--- src/rtl/seven_seg_mux_ctrl.sv ---
// seven_seg_mux_ctrl: time-multiplexed N-digit common-anode seven-segment driver
// with digit masking, leading-zero suppression, dead time and per-frame snapshot.
module seven_seg_mux_ctrl #(
    parameter int DIGITS       = 4,
    parameter int ON_CYCLES    = 100000,
    parameter int BLANK_CYCLES = 4
) (
    input  logic                        clk_i,
    input  logic                        reset_i,
    input  logic                        en_i,
    input  logic [4*DIGITS-1:0]         value_i,
    input  logic [DIGITS-1:0]           dp_i,
    input  logic [DIGITS-1:0]           digit_en_i,
    input  logic                        lz_blank_i,
    output logic [DIGITS-1:0]           anode_o,
    output logic [6:0]                  seg_o,
    output logic                        dp_n_o,
    output logic [$clog2(DIGITS)-1:0]   digit_idx_o,
    output logic                        frame_tick_o
);
    localparam int IW = $clog2(DIGITS);
    localparam int MX = ON_CYCLES > BLANK_CYCLES ? ON_CYCLES : BLANK_CYCLES;
    localparam int CW = $clog2(MX + 1) > 17 ? $clog2(MX + 1) : 17;
    localparam logic [CW-1:0] ON_LAST  = CW'(ON_CYCLES - 1);
    localparam logic [CW-1:0] BL_LAST  = BLANK_CYCLES > 0 ? CW'(BLANK_CYCLES - 1) : '0;
    localparam logic [IW-1:0] LAST_IDX = IW'(DIGITS - 1);
    localparam logic [1:0] IDLE  = 2'd0;
    localparam logic [1:0] BLANK = 2'd1;
    localparam logic [1:0] DRIVE = 2'd2;
    localparam logic [1:0] SLOT  = BLANK_CYCLES == 0 ? DRIVE : BLANK;

    logic [1:0]          state_q, state_d;
    logic [CW-1:0]       cnt_q, cnt_d;
    logic [IW-1:0]       idx_q, idx_d;
    logic [4*DIGITS-1:0] val_q, val_d;
    logic [DIGITS-1:0]   dp_q, dp_d, msk_q, msk_d, supp;
    logic                lz_q, lz_d, cap, zero, lit;
    logic [3:0]          nib;
    logic [DIGITS-1:0]   anode_q;
    logic [6:0]          seg_q;
    logic                dpn_q, tick_q;

    function automatic logic [6:0] hex7(input logic [3:0] n);
        case (n)
            4'h0: hex7 = 7'b1000000;
            4'h1: hex7 = 7'b1111001;
            4'h2: hex7 = 7'b0100100;
            4'h3: hex7 = 7'b0110000;
            4'h4: hex7 = 7'b0011001;
            4'h5: hex7 = 7'b0010010;
            4'h6: hex7 = 7'b0000010;
            4'h7: hex7 = 7'b1111000;
            4'h8: hex7 = 7'b0000000;
            4'h9: hex7 = 7'b0010000;
            4'hA: hex7 = 7'b0001000;
            4'hB: hex7 = 7'b0000011;
            4'hC: hex7 = 7'b1000110;
            4'hD: hex7 = 7'b0100001;
            4'hE: hex7 = 7'b0000110;
            default: hex7 = 7'b0001110;
        endcase
    endfunction

    // en=0 takes priority over any slot-end advance
    always_comb begin
        state_d = state_q;
        cnt_d   = cnt_q + 1'b1;
        idx_d   = idx_q;
        cap     = 1'b0;
        if (!en_i) begin
            state_d = IDLE;
            cnt_d   = '0;
            idx_d   = '0;
        end else if (state_q == IDLE) begin
            state_d = SLOT;
            cnt_d   = '0;
            idx_d   = '0;
            cap     = 1'b1;
        end else if (state_q == BLANK) begin
            if (cnt_q == BL_LAST) begin
                state_d = DRIVE;
                cnt_d   = '0;
            end
        end else if (cnt_q == ON_LAST) begin
            state_d = SLOT;
            cnt_d   = '0;
            cap     = idx_q == LAST_IDX;
            idx_d   = idx_q == LAST_IDX ? '0 : idx_q + 1'b1;
        end
    end

    assign val_d = cap ? value_i    : val_q;
    assign dp_d  = cap ? dp_i       : dp_q;
    assign msk_d = cap ? digit_en_i : msk_q;
    assign lz_d  = cap ? lz_blank_i : lz_q;

    // a digit is suppressed when it and every digit above it is zero
    always_comb begin
        zero = lz_d;
        supp = '0;
        for (int i = DIGITS - 1; i > 0; i--) begin
            zero    = zero & (val_d[4*i +: 4] == 4'h0);
            supp[i] = zero;
        end
    end

    assign nib = val_d[{idx_d, 2'b00} +: 4];
    assign lit = state_d == DRIVE && msk_d[idx_d] && !supp[idx_d];

    always_ff @(posedge clk_i or posedge reset_i) begin
        if (reset_i) begin
            state_q <= IDLE;
            cnt_q   <= '0;
            idx_q   <= '0;
            val_q   <= '0;
            dp_q    <= '0;
            msk_q   <= '0;
            lz_q    <= 1'b0;
            anode_q <= '1;
            seg_q   <= 7'h7F;
            dpn_q   <= 1'b1;
            tick_q  <= 1'b0;
        end else begin
            state_q <= state_d;
            cnt_q   <= cnt_d;
            idx_q   <= idx_d;
            val_q   <= val_d;
            dp_q    <= dp_d;
            msk_q   <= msk_d;
            lz_q    <= lz_d;
            anode_q <= lit ? ~(DIGITS'(1) << idx_d) : '1;
            seg_q   <= lit ? hex7(nib) : 7'h7F;
            dpn_q   <= ~(lit & dp_d[idx_d]);
            tick_q  <= cap;
        end
    end

    assign anode_o      = anode_q;
    assign seg_o        = seg_q;
    assign dp_n_o       = dpn_q;
    assign digit_idx_o  = idx_q;
    assign frame_tick_o = tick_q;
endmodule

--- config.mk ---
export PLATFORM = sky130hd
export DESIGN_NAME = seven_seg_mux_ctrl
export DESIGN_NICKNAME = d
export VERILOG_FILES = /design/src/rtl/seven_seg_mux_ctrl.sv
export SDC_FILE = /design/constraint.sdc
export NUM_CORES = 1
export LEC_CHECK = 0
export BUFFER_PORTS_ARGS = -buffer_cell sky130_fd_sc_hd__buf_2
export CORE_ASPECT_RATIO = 1.2
export CORE_UTILIZATION = 55
export DETAILED_ROUTE_END_ITERATION = 10
export PLACE_DENSITY = 0.83
export RECOVER_POWER = 100
export SYNTH_ARGS = -nofsm -noshare
export SYNTH_HDL_FRONTEND = slang
export SYNTH_SLANG_ARGS = --single-unit
--- constraint.sdc ---
create_clock -name clk_i -period 4 [get_ports clk_i]
set_clock_uncertainty 0.2 [all_clocks]
set_input_delay 0.2 -clock clk_i [delete_from_list [all_inputs] [get_ports clk_i]]
set_output_delay 0.2 -clock clk_i [all_outputs]
set_load 0.05 [all_outputs]
---- After elaboration in Yosys (flattened, before gate mapping) ----
Memories as Yosys holds them, arrays and structs flattened.
Cells that the tools add are included.
cells by class
  equality and inequality tests ........... 5
  order comparisons ....................... 1
  shift-type cells ........................ 2
  add/sub/neg operators ................... 2
  multiplexer cells ....................... 31
  reductions and logical operators ........ 7
  bitwise gates (word level) .............. 6
operators by type and width
  operator               count
  $mux 17                5
  $mux 2                 10
  $add 17x1->17 const B  1
  $eq 17x17->1 const B   1
  $eq 17x2->1 const B    1
  $mux 16                1
  $shiftx 16x5->4        1
  $logic_not 4->1        3
  $mux 4                 3
  $mux 1                 8
  $mux 7                 1
  $bmux 1 s2             3
  $and 1x1->1            4
  $eq 2x2->1 const B     2
  $not 4->4              1
  $shl 1x2->4 const A    1
  $lt 2x3->1 const B     1
  $add 2x1->2 const B    1
  $eq 2x1->1 const B     1
  $logic_and 1x1->1      2
  $logic_not 2->1        1
  $logic_not 1->1        1
  $not 1->1              1
storage, ports and cells
  output and inout bits ................... 15
  ROM bits ................................ 112
  input port bits ......................... 28
  logic and storage cells ................. 66
  register bits after elaboration ......... 59
  memories kept ........................... 1
memories
  name              words  width  read ports  clocked after Yosys merged registers in  write ports  line  source
  (name not given)  16     7      1           0                                        0            44    case (n)

---- Depth between registers and ports, before layout ----
Gate-level depths: netlist of the first run.
  depth after elaboration ................. 16
  mapped depth ............................ 14

---- Worst setup path before layout of the first run ----
No wires, ideal clock.
  kind .................................... reg2reg
  from .................................... register idx_q[1] (netlist: digit_idx_o[1])
  to ...................................... register seg_q[4] (netlist: seg_o[4])
  setup slack ............................. 652 ps
  stages on the path, launching flop included .. 13
  data required time ...................... 3706 ps
  arrival ................................. 3053 ps
  clock period less this slack ............ 3348 ps
  library setup time ...................... 94 ps
  buffers on the path ..................... 1
  path through ............................ dfrtp_1 ha_1 nand3_1 o31ai_2 buf_4 mux2_2 mux2_2 mux2i_1 inv_1 ha_1 inv_1 mux2_2 o221ai_1
on the way
  elaborated cells on any way between the ends .. 30
  classes of those cells .................. 1 x add/sub; 1 x eq/ne; 1 x shift; 17 x mux; 3 x bitwise; 6 x reduce/logical; 1 x memory
RTL lines
  element                   line  source
  start: declaration        34    logic [IW-1:0] idx_q, idx_d;
  start signal: assignment  126   idx_q <= idx_d;
  $eq 2x2->1                87    cap = idx_q == LAST_IDX;
  $mux 1                    84    end else if (cnt_q == ON_LAST) begin
  $mux 1                    79    end else if (state_q == BLANK) begin
  $mux 1                    74    end else if (state_q == IDLE) begin
  $mux 1                    70    if (!en_i) begin
  $mux 16                   92    assign val_d = cap ? value_i : val_q;
  net val_d[0]              35    logic [4*DIGITS-1:0] val_q, val_d;
  $shiftx 16x5->4           107   assign nib = val_d[{idx_d, 2'b00} +: 4];
  $mem_v2 16x7              --
  $mux 7                    132   seg_q <= lit ? hex7(nib) : 7'h7F;
  end signal: assignment    132
  end: declaration          40    logic [6:0] seg_q;
The timed path passes the listed nets, and every way through them passes these cells. The select of a mux whose other input is x is not followed.

---- Final worst setup path of the first run ----
  from .................................... register cnt_q[0]
  to ...................................... register seg_q[5] (netlist: seg_o[5])
on the way
  elaborated cells on any way between the ends .. 35
  classes of those cells .................. 3 x eq/ne; 1 x shift; 21 x mux; 3 x bitwise; 6 x reduce/logical; 1 x memory
RTL lines
  element                                                               line  source
  start: declaration                                                    33    logic [CW-1:0] cnt_q, cnt_d;
  start signal: assignment                                              125   cnt_q <= cnt_d;
  $eq 17x17->1 *                                                        84
  $mux 1 *                                                              84
  $mux 1 *                                                              79
  $mux 1 *                                                              74
  $mux 1 *                                                              70
  $mux 16 *                                                             92
  net val_d[5]                                                          35
  parallel branches: the longest is 6 deep, another holds $mem_v2 16x7  --
  $mux 7 *                                                              132
Mark *: on every way through the listed nets, which the timed path passes. The select of a mux whose other input is x is not followed.

==> impl_metrics.json, run 1 <==
{
  "post_cts_resized": 0,
  "cts_max_path_buffers": 2,
  "dieArea_sq_um": 6140,
  "post_cts_hold_buffer_count": 26,
  "cts_tree": "yes",
  "worst_r2r_endpoint": "seg_o[5]",
  "top_level_ports": 43,
  "antenna_left": 0,
  "synth_top_cell_by_area": "sky130_fd_sc_hd__dfrtp_1",
  "synth_cell_types": 54,
  "grt_pass1_vias": 2659,
  "clk_latency_ns": 0.34,
  "fp-row-count": 30,
  "report.final.hold_viol_count": 0,
  "routed-via-count": 2524,
  "die-width_microns": 71.7,
  "critical_path.reg2reg.startpoint": "cnt_q[0]",
  "drt_first_iter_violations": 180,
  "first_pass_iters": 4,
  "synth_fp_nets": 329,
  "clock.fmax_ghz": 0.274,
  "post-synth-top-count-cell": "sky130_fd_sc_hd__dfrtp_1",
  "synth.top_cells.by_area": "sky130_fd_sc_hd__dfrtp_1, sky130_fd_sc_hd__dfstp_2, sky130_fd_sc_hd__mux2_2",
  "overflow": 0,
  "final_min_period_over_clock_period_pct": 91.1,
  "detail_route.vias_per_cell": 5.78,
  "start_util_pct": 56.9,
  "met3RoutedLength_microns": 272,
  "class_of_the_most_critical_setup_path": "register to register",
  "antenna_cells": 0,
  "wl_per_cell_microns": 16.9,
  "slew-limit-headroom_pct": 7.64,
  "clk_transition_reported_paths_ns": 0.07,
  "powerDensity_nw_per_um2": 426,
  "place_congestion": 0.896,
  "post_cts_buffers": 0,
  "area.growth.synth_to_final_pct": 24.4,
  "combined_global_route_utilization_of_all_metal_layers_pct": 27.3,
  "timing.final.max_slew_violations": 0,
  "synth_flop_cell": "sky130_fd_sc_hd__dfrtp_1",
  "setup_repair_after_global_routing_missed_its_margin": "no",
  "placedInstanceArea_sq_um": 3490,
  "hpwlAfterDp_mm": 4.88,
  "whs_endpoint": "state_q[1]",
  "arrival_ns": 3.71,
  "fin_nets": 404,
  "synth.top_cells.by_count": "sky130_fd_sc_hd__dfrtp_1, sky130_fd_sc_hd__mux2_2, sky130_fd_sc_hd__nor2_1, sky130_fd_sc_hd__mux2i_1, sky130_fd_sc_hd__nand2_1",
  "cts_sinks": 59,
  "synth.top_cell.area_share_pct": 36.7,
  "grt_pass1_wl_mm": 12.6,
  "final.setup.tns_ns": 0,
  "hold_path.class": "input pin to register",
  "worst_hold_path_stage_count": 2,
  "synth-edff-count": 0,
  "final_min_period_ns": 3.64,
  "timing.max_cap.violations": 0,
  "detail_route.drc_violations": 0,
  "cellLeakagePower_nw": 1.72,
  "worst_ep_required_time_ns": 4.06,
  "post_synthesis_cell_area_sq_um": 3210,
  "synth-warning-count": 0,
  "postLayoutCellArea_sq_um": 3990,
  "die_h_microns": 85.6,
  "topRoutingLayerUsed": "met4",
  "crit_path_end_kind": "register",
  "drt_wl_total_mm": 7.39,
  "route.layer.met1.wl_mm": 2.93,
  "ffs_w_async_s_r_synth_pct": 100,
  "syn_avg_cell_area_sq_um": 10.9,
  "grt_antenna_before_repair": 0,
  "result_of_the_run": "completed",
  "worstPathMaxFanout": 36,
  "netlist_instances": 293,
  "core_area_sq_um": 5630,
  "synth-seq-cells": 59,
  "crit_path_start_kind": "register",
  "cts.root.buffer_cell": "sky130_fd_sc_hd__clkbuf_8",
  "htree_levels": 3,
  "worst_ir_drop_vdd_uv": 366,
  "min-delay-start": "en_i",
  "grt_start_max_net_pins": 40,
  "worstRegToRegCells": 12,
  "timing.final.setup_violations": 0,
  "reg_to_reg_setup_timing_slack_ns": 0.36,
  "numPortBuffers": 42,
  "sequential_cell_area_fraction_in_the_yosys_report_pct": 46.5,
  "routed-wl-met2_mm": 4.03,
  "max_slew.worst_pin.slew_ns": 1.38,
  "numCtsBuffers": 9,
  "drive_above_1_share_pct": 22.3
}
## layout make-up
cell class                      count  area (sq um)
Fill cell                         375          1640
Multi-Input combinational cell    209          1600
Sequential cell                    59          1490
Timing Repair Buffer               75           494
Clock inverter                      7           140
Clock buffer                        9           124
Tap cell                           64          80.1
Inverter                           14          52.6
## worst max-delay path: stages, from the launching register on
cell and delay (ns):
sky130_fd_sc_hd__dfrtp_1 0.40, sky130_fd_sc_hd__ha_1 0.24, sky130_fd_sc_hd__and4_4 0.28, sky130_fd_sc_hd__nand3_4 0.11, sky130_fd_sc_hd__o31ai_4 0.33, sky130_fd_sc_hd__buf_4 0.47
sky130_fd_sc_hd__mux2_2 0.40, sky130_fd_sc_hd__mux2i_1 0.13, sky130_fd_sc_hd__mux2_4 0.21, sky130_fd_sc_hd__ha_1 0.22, sky130_fd_sc_hd__inv_1 0.08, sky130_fd_sc_hd__or3_1 0.38
sky130_fd_sc_hd__o211ai_1 0.10
## cells by family after synthesis
| family | count (synthesis) | share of synthesized area, % |
|---|---|---|
| and+or+nand+nor | 96 | 16.2 |
| DFF | 59 | 46.5 |
| muxes | 44 | 14.8 |
| AOI/OAI and AO/OA | 40 | 9.91 |
| buffers and inverters | 25 | 3.71 |
| xor gates and xnor gates | 21 | 5.74 |
| adders and majority gates | 8 | 3.12 |
## registers in the layout, indices dropped and copies added (netlist names)
name and count:
anode_o 4, cnt_q 17, digit_idx_o 2, dp_n_o 1, dp_q 4, frame_tick_o 1, lz_q 1, msk_q 4
seg_o 7, state_q 2, val_q 16
## how the worst max path moves through the flow
| stage | startpoint | to | slack, ns | cells past startpoint |
|---|---|---|---|---|
| final | cnt_q[0] | seg_o[5] | 0.36 | 12 |
| after global routing | cnt_q[0] | seg_o[0] | 0.03 | 12 |
| after CTS | cnt_q[0] | seg_o[5] | 0.38 | 12 |
| after detailed placement | cnt_q[0] | seg_o[5] | 0.42 | 12 |
| after global placement | cnt_q[0] | seg_o[5] | 0.53 | 12 |
| after floorplan | digit_idx_o[1] | seg_o[4] | 0.65 | 12 |
## power breakdown
group / internal, mW / switching, mW
Clock: 0.475 / 0.249
Sequential: 0.650 / 0.0303
Combinational: 0.129 / 0.163
## metrics by stage
stage               hold slack [ns]  utilization, %  worst slack, ns  total power, mW  std cells
floorplan                     0.138               -            0.652            0.891        293
global route                0.00482            70.8           0.0304             1.76        437
CTS                        0.000868            71.3            0.379             1.70        437
finish                       0.0156            70.8            0.355             1.70        437
global placement              0.187            62.0            0.534            0.952        395
detailed placement            0.187            62.0            0.417            0.964        395
## cells in the final DEF, fill, tap and decap left out, types with 13 or more instances in the layout
cell type / instances
sky130_fd_sc_hd__dfrtp_1: 47
sky130_fd_sc_hd__buf_2: 27
sky130_fd_sc_hd__dlygate4sd3_1: 26
sky130_fd_sc_hd__nor2_1: 23
sky130_fd_sc_hd__nand2_1: 19
sky130_fd_sc_hd__mux2i_1: 19
sky130_fd_sc_hd__clkbuf_1: 17
sky130_fd_sc_hd__inv_1: 14
sky130_fd_sc_hd__xor2_1: 14
sky130_fd_sc_hd__nand3_1: 13
## routing by layer
layer / GRT usage (%) / up-vias
met1: 32.2 / 1231
met5: 0 / -
met4: 11.1 / 0
li1: - / 1201
met2: 47.3 / 74
met3: 6.93 / 18
Note: power is estimated with default switching activity, not from simulation.
==> run 2, diff against run 1 <==
--- a/config.mk
+++ b/config.mk
@@ -9,7 +9,7 @@
 export CORE_ASPECT_RATIO = 1.2
 export CORE_UTILIZATION = 55
 export DETAILED_ROUTE_END_ITERATION = 10
-export PLACE_DENSITY = 0.83
+export PLACE_DENSITY = 0.77
 export RECOVER_POWER = 100
 export SYNTH_ARGS = -nofsm -noshare
 export SYNTH_HDL_FRONTEND = slang
==> run 2 against run 1 <==
  * Sequential share of layout area rose by 0.57 points
  * First-iteration DRC count is 11% higher
  * Register-to-register slack gained 0.07 ns
  * Cell count rose by 0.46%
  * Total power decreased by 11%
  * Sequential power is 0.7% lower
==> impl_metrics.json, run 2 (synthesized netlist as in run 1, its figures left out) <==
{
  "drive_above_1_share_pct": 22.1,
  "numPortBuffers": 42,
  "placedInstanceArea_sq_um": 3500,
  "largest_register_ff_count": 17,
  "max_slew.worst_pin.slew_ns": 1.36,
  "detail_route.drc_violations": 0,
  "detail_route.vias_per_cell": 5.72,
  "final.setup.worst_slack_ns": 0.423,
  "cts.root.buffer_cell": "sky130_fd_sc_hd__clkbuf_8",
  "clk_transition_reported_paths_ns": 0.07,
  "report.final.hold_viol_count": 0,
  "final_cells": 439,
  "hpwlAfterDp_mm": 4.78,
  "drt_first_iter_violations": 200,
  "powerDensity_nw_per_um2": 386,
  "fp-row-count": 30,
  "numCtsBuffers": 9,
  "mostFrequentLayoutCells": "sky130_fd_sc_hd__dfrtp_1, sky130_fd_sc_hd__dlygate4sd3_1, sky130_fd_sc_hd__buf_2, sky130_fd_sc_hd__nor2_1",
  "grt_start_max_net_pins": 38,
  "dieArea_sq_um": 6140,
  "n_fill_cell": 418,
  "die_h_microns": 85.6,
  "regMostFlops": "cnt_q",
  "setup_repair_after_global_routing_missed_its_margin": "no",
  "result_of_the_run": "completed",
  "cpLargestDelayFamily": "compound AO/OA/AOI/OAI gates",
  "area.growth.synth_to_final_pct": 22.5,
  "worstPathMaxFanout": 13,
  "layout.area.seq_sq_um": 1490,
  "overflow": 0,
  "clk_latency_ns": 0.34,
  "cts_tree": "yes",
  "hold-worst-slack_ns": 0.294,
  "arrival_ns": 3.63,
  "crit_path_start_kind": "register",
  "class_of_the_most_critical_setup_path": "register to register",
  "top_level_ports": 43,
  "timing.critical_path.cells": "ha_1 > and4_1 > nand3_4 > o311a_1 > a41oi_4 > clkbuf_1 > mux2_2 > mux2i_1 > nor3b_1 > clkbuf_2 > o221ai_1",
  "hold_path.class": "register to register",
  "preCtsSetupSlack_ns": 0.583,
  "worst_ep_required_time_ns": 4.05,
  "antenna_cells": 0,
  "start_util_pct": 56.9,
  "worst_path_largest_cell_delay_ns": 0.46,
  "post_cts_resized": 0,
  "cp-endpoint": "seg_o[4]",
  "wl_per_cell_microns": 15.6,
  "combined_global_route_utilization_of_all_metal_layers_pct": 24.8,
  "worst-path-buf-inv": 2,
  "timing.final.setup_violations": 0,
  "cellLeakagePower_nw": 1.70,
  "timing.final.max_slew_violations": 0,
  "crit_path_top_delay_cell": "sky130_fd_sc_hd__a41oi_4",
  "final_min_period_ns": 3.58,
  "placed_cells": 396,
  "slew-limit-headroom_pct": 9.41,
  "fin_nets": 406,
  "antenna_left": 0,
  "postLayoutCellArea_sq_um": 3930,
  "routed-via-count": 2509,
  "final_min_period_over_clock_period_pct": 89.4,
  "multi_input_combinational_cell_area_sq_um": 1590,
  "htree_levels": 3,
  "grt_antenna_before_repair": 0,
  "critical_path_cell_count": 11,
  "critPathLaunch": "cnt_q[0]",
  "worst_ir_drop_vdd_uv": 292,
  "critical_path.reg2reg.startpoint": "cnt_q[0]",
  "place_congestion": 0.870,
  "drt_wl_total_mm": 6.85,
  "worst_r2r_endpoint": "seg_o[4]",
  "p_total_mw": 1.51,
  "crit_path_end_kind": "register",
  "first_pass_iters": 4,
  "die-width_microns": 71.7,
  "layout_commonest_cell": "sky130_fd_sc_hd__dfrtp_1",
  "post_cts_buffers": 0,
  "timing.max_cap.violations": 0,
  "cts_sinks": 59,
  "cts_max_path_buffers": 2,
  "clock.fmax_ghz": 0.280,
  "core_area_sq_um": 5630,
  "worstRegToRegCells": 11,
  "final.setup.tns_ns": 0,
  "reg_to_reg_setup_timing_slack_ns": 0.42,
  "grt_pass1_vias": 2490,
  "grt_pass1_wl_mm": 11.5,
  "fin_util_pct": 69.7
}
## run 2: where the power goes
part / total [mW] / internal [mW] / switching (mW)
Clock: 0.548 / 0.304 / 0.244
Combinational: 0.290 / 0.131 / 0.159
Sequential: 0.676 / 0.650 / 0.0261
## run 2: repair_timing
item,in CTS,in global routing
endpoints found under the hold margin,53,0
setup endpoints to repair,0,0
hold buffers,27,0
## run 2: layout make-up
type                            instances  area share, %
Clock inverter                          6           1.66
Multi-Input combinational cell        209           40.4
Clock buffer                           10           3.51
Tap cell                               64           2.04
Timing Repair Buffer                   77           13.0
Inverter                               14           1.34
Sequential cell                        59           38.0
## run 2: worst min path at each step
stage                        startpoint  endpoint  slack (ns)  cells after the start
after detailed placement        reset_i   dp_q[0]        0.18                      2
after global routing           val_q[1]  val_q[1]        0.31                      1
final                          msk_q[3]  msk_q[3]        0.29                      1
after CTS                      cnt_q[0]  cnt_q[0]        0.30                      1
after floorplan           digit_en_i[1]  msk_q[1]        0.14                      2
after global placement          reset_i   dp_q[2]        0.19                      2
## run 2: layer usage
layer	part of all wire, %	wire [microns]	global-route usage [%]	vias to the layer above
li1	-	-	-	1209
met4	1.9	130	9.63	0
met2	53	3620	43.0	52
met1	42	2880	29.2	1237
met3	3.1	215	6.70	11
met5	0	0	0	-
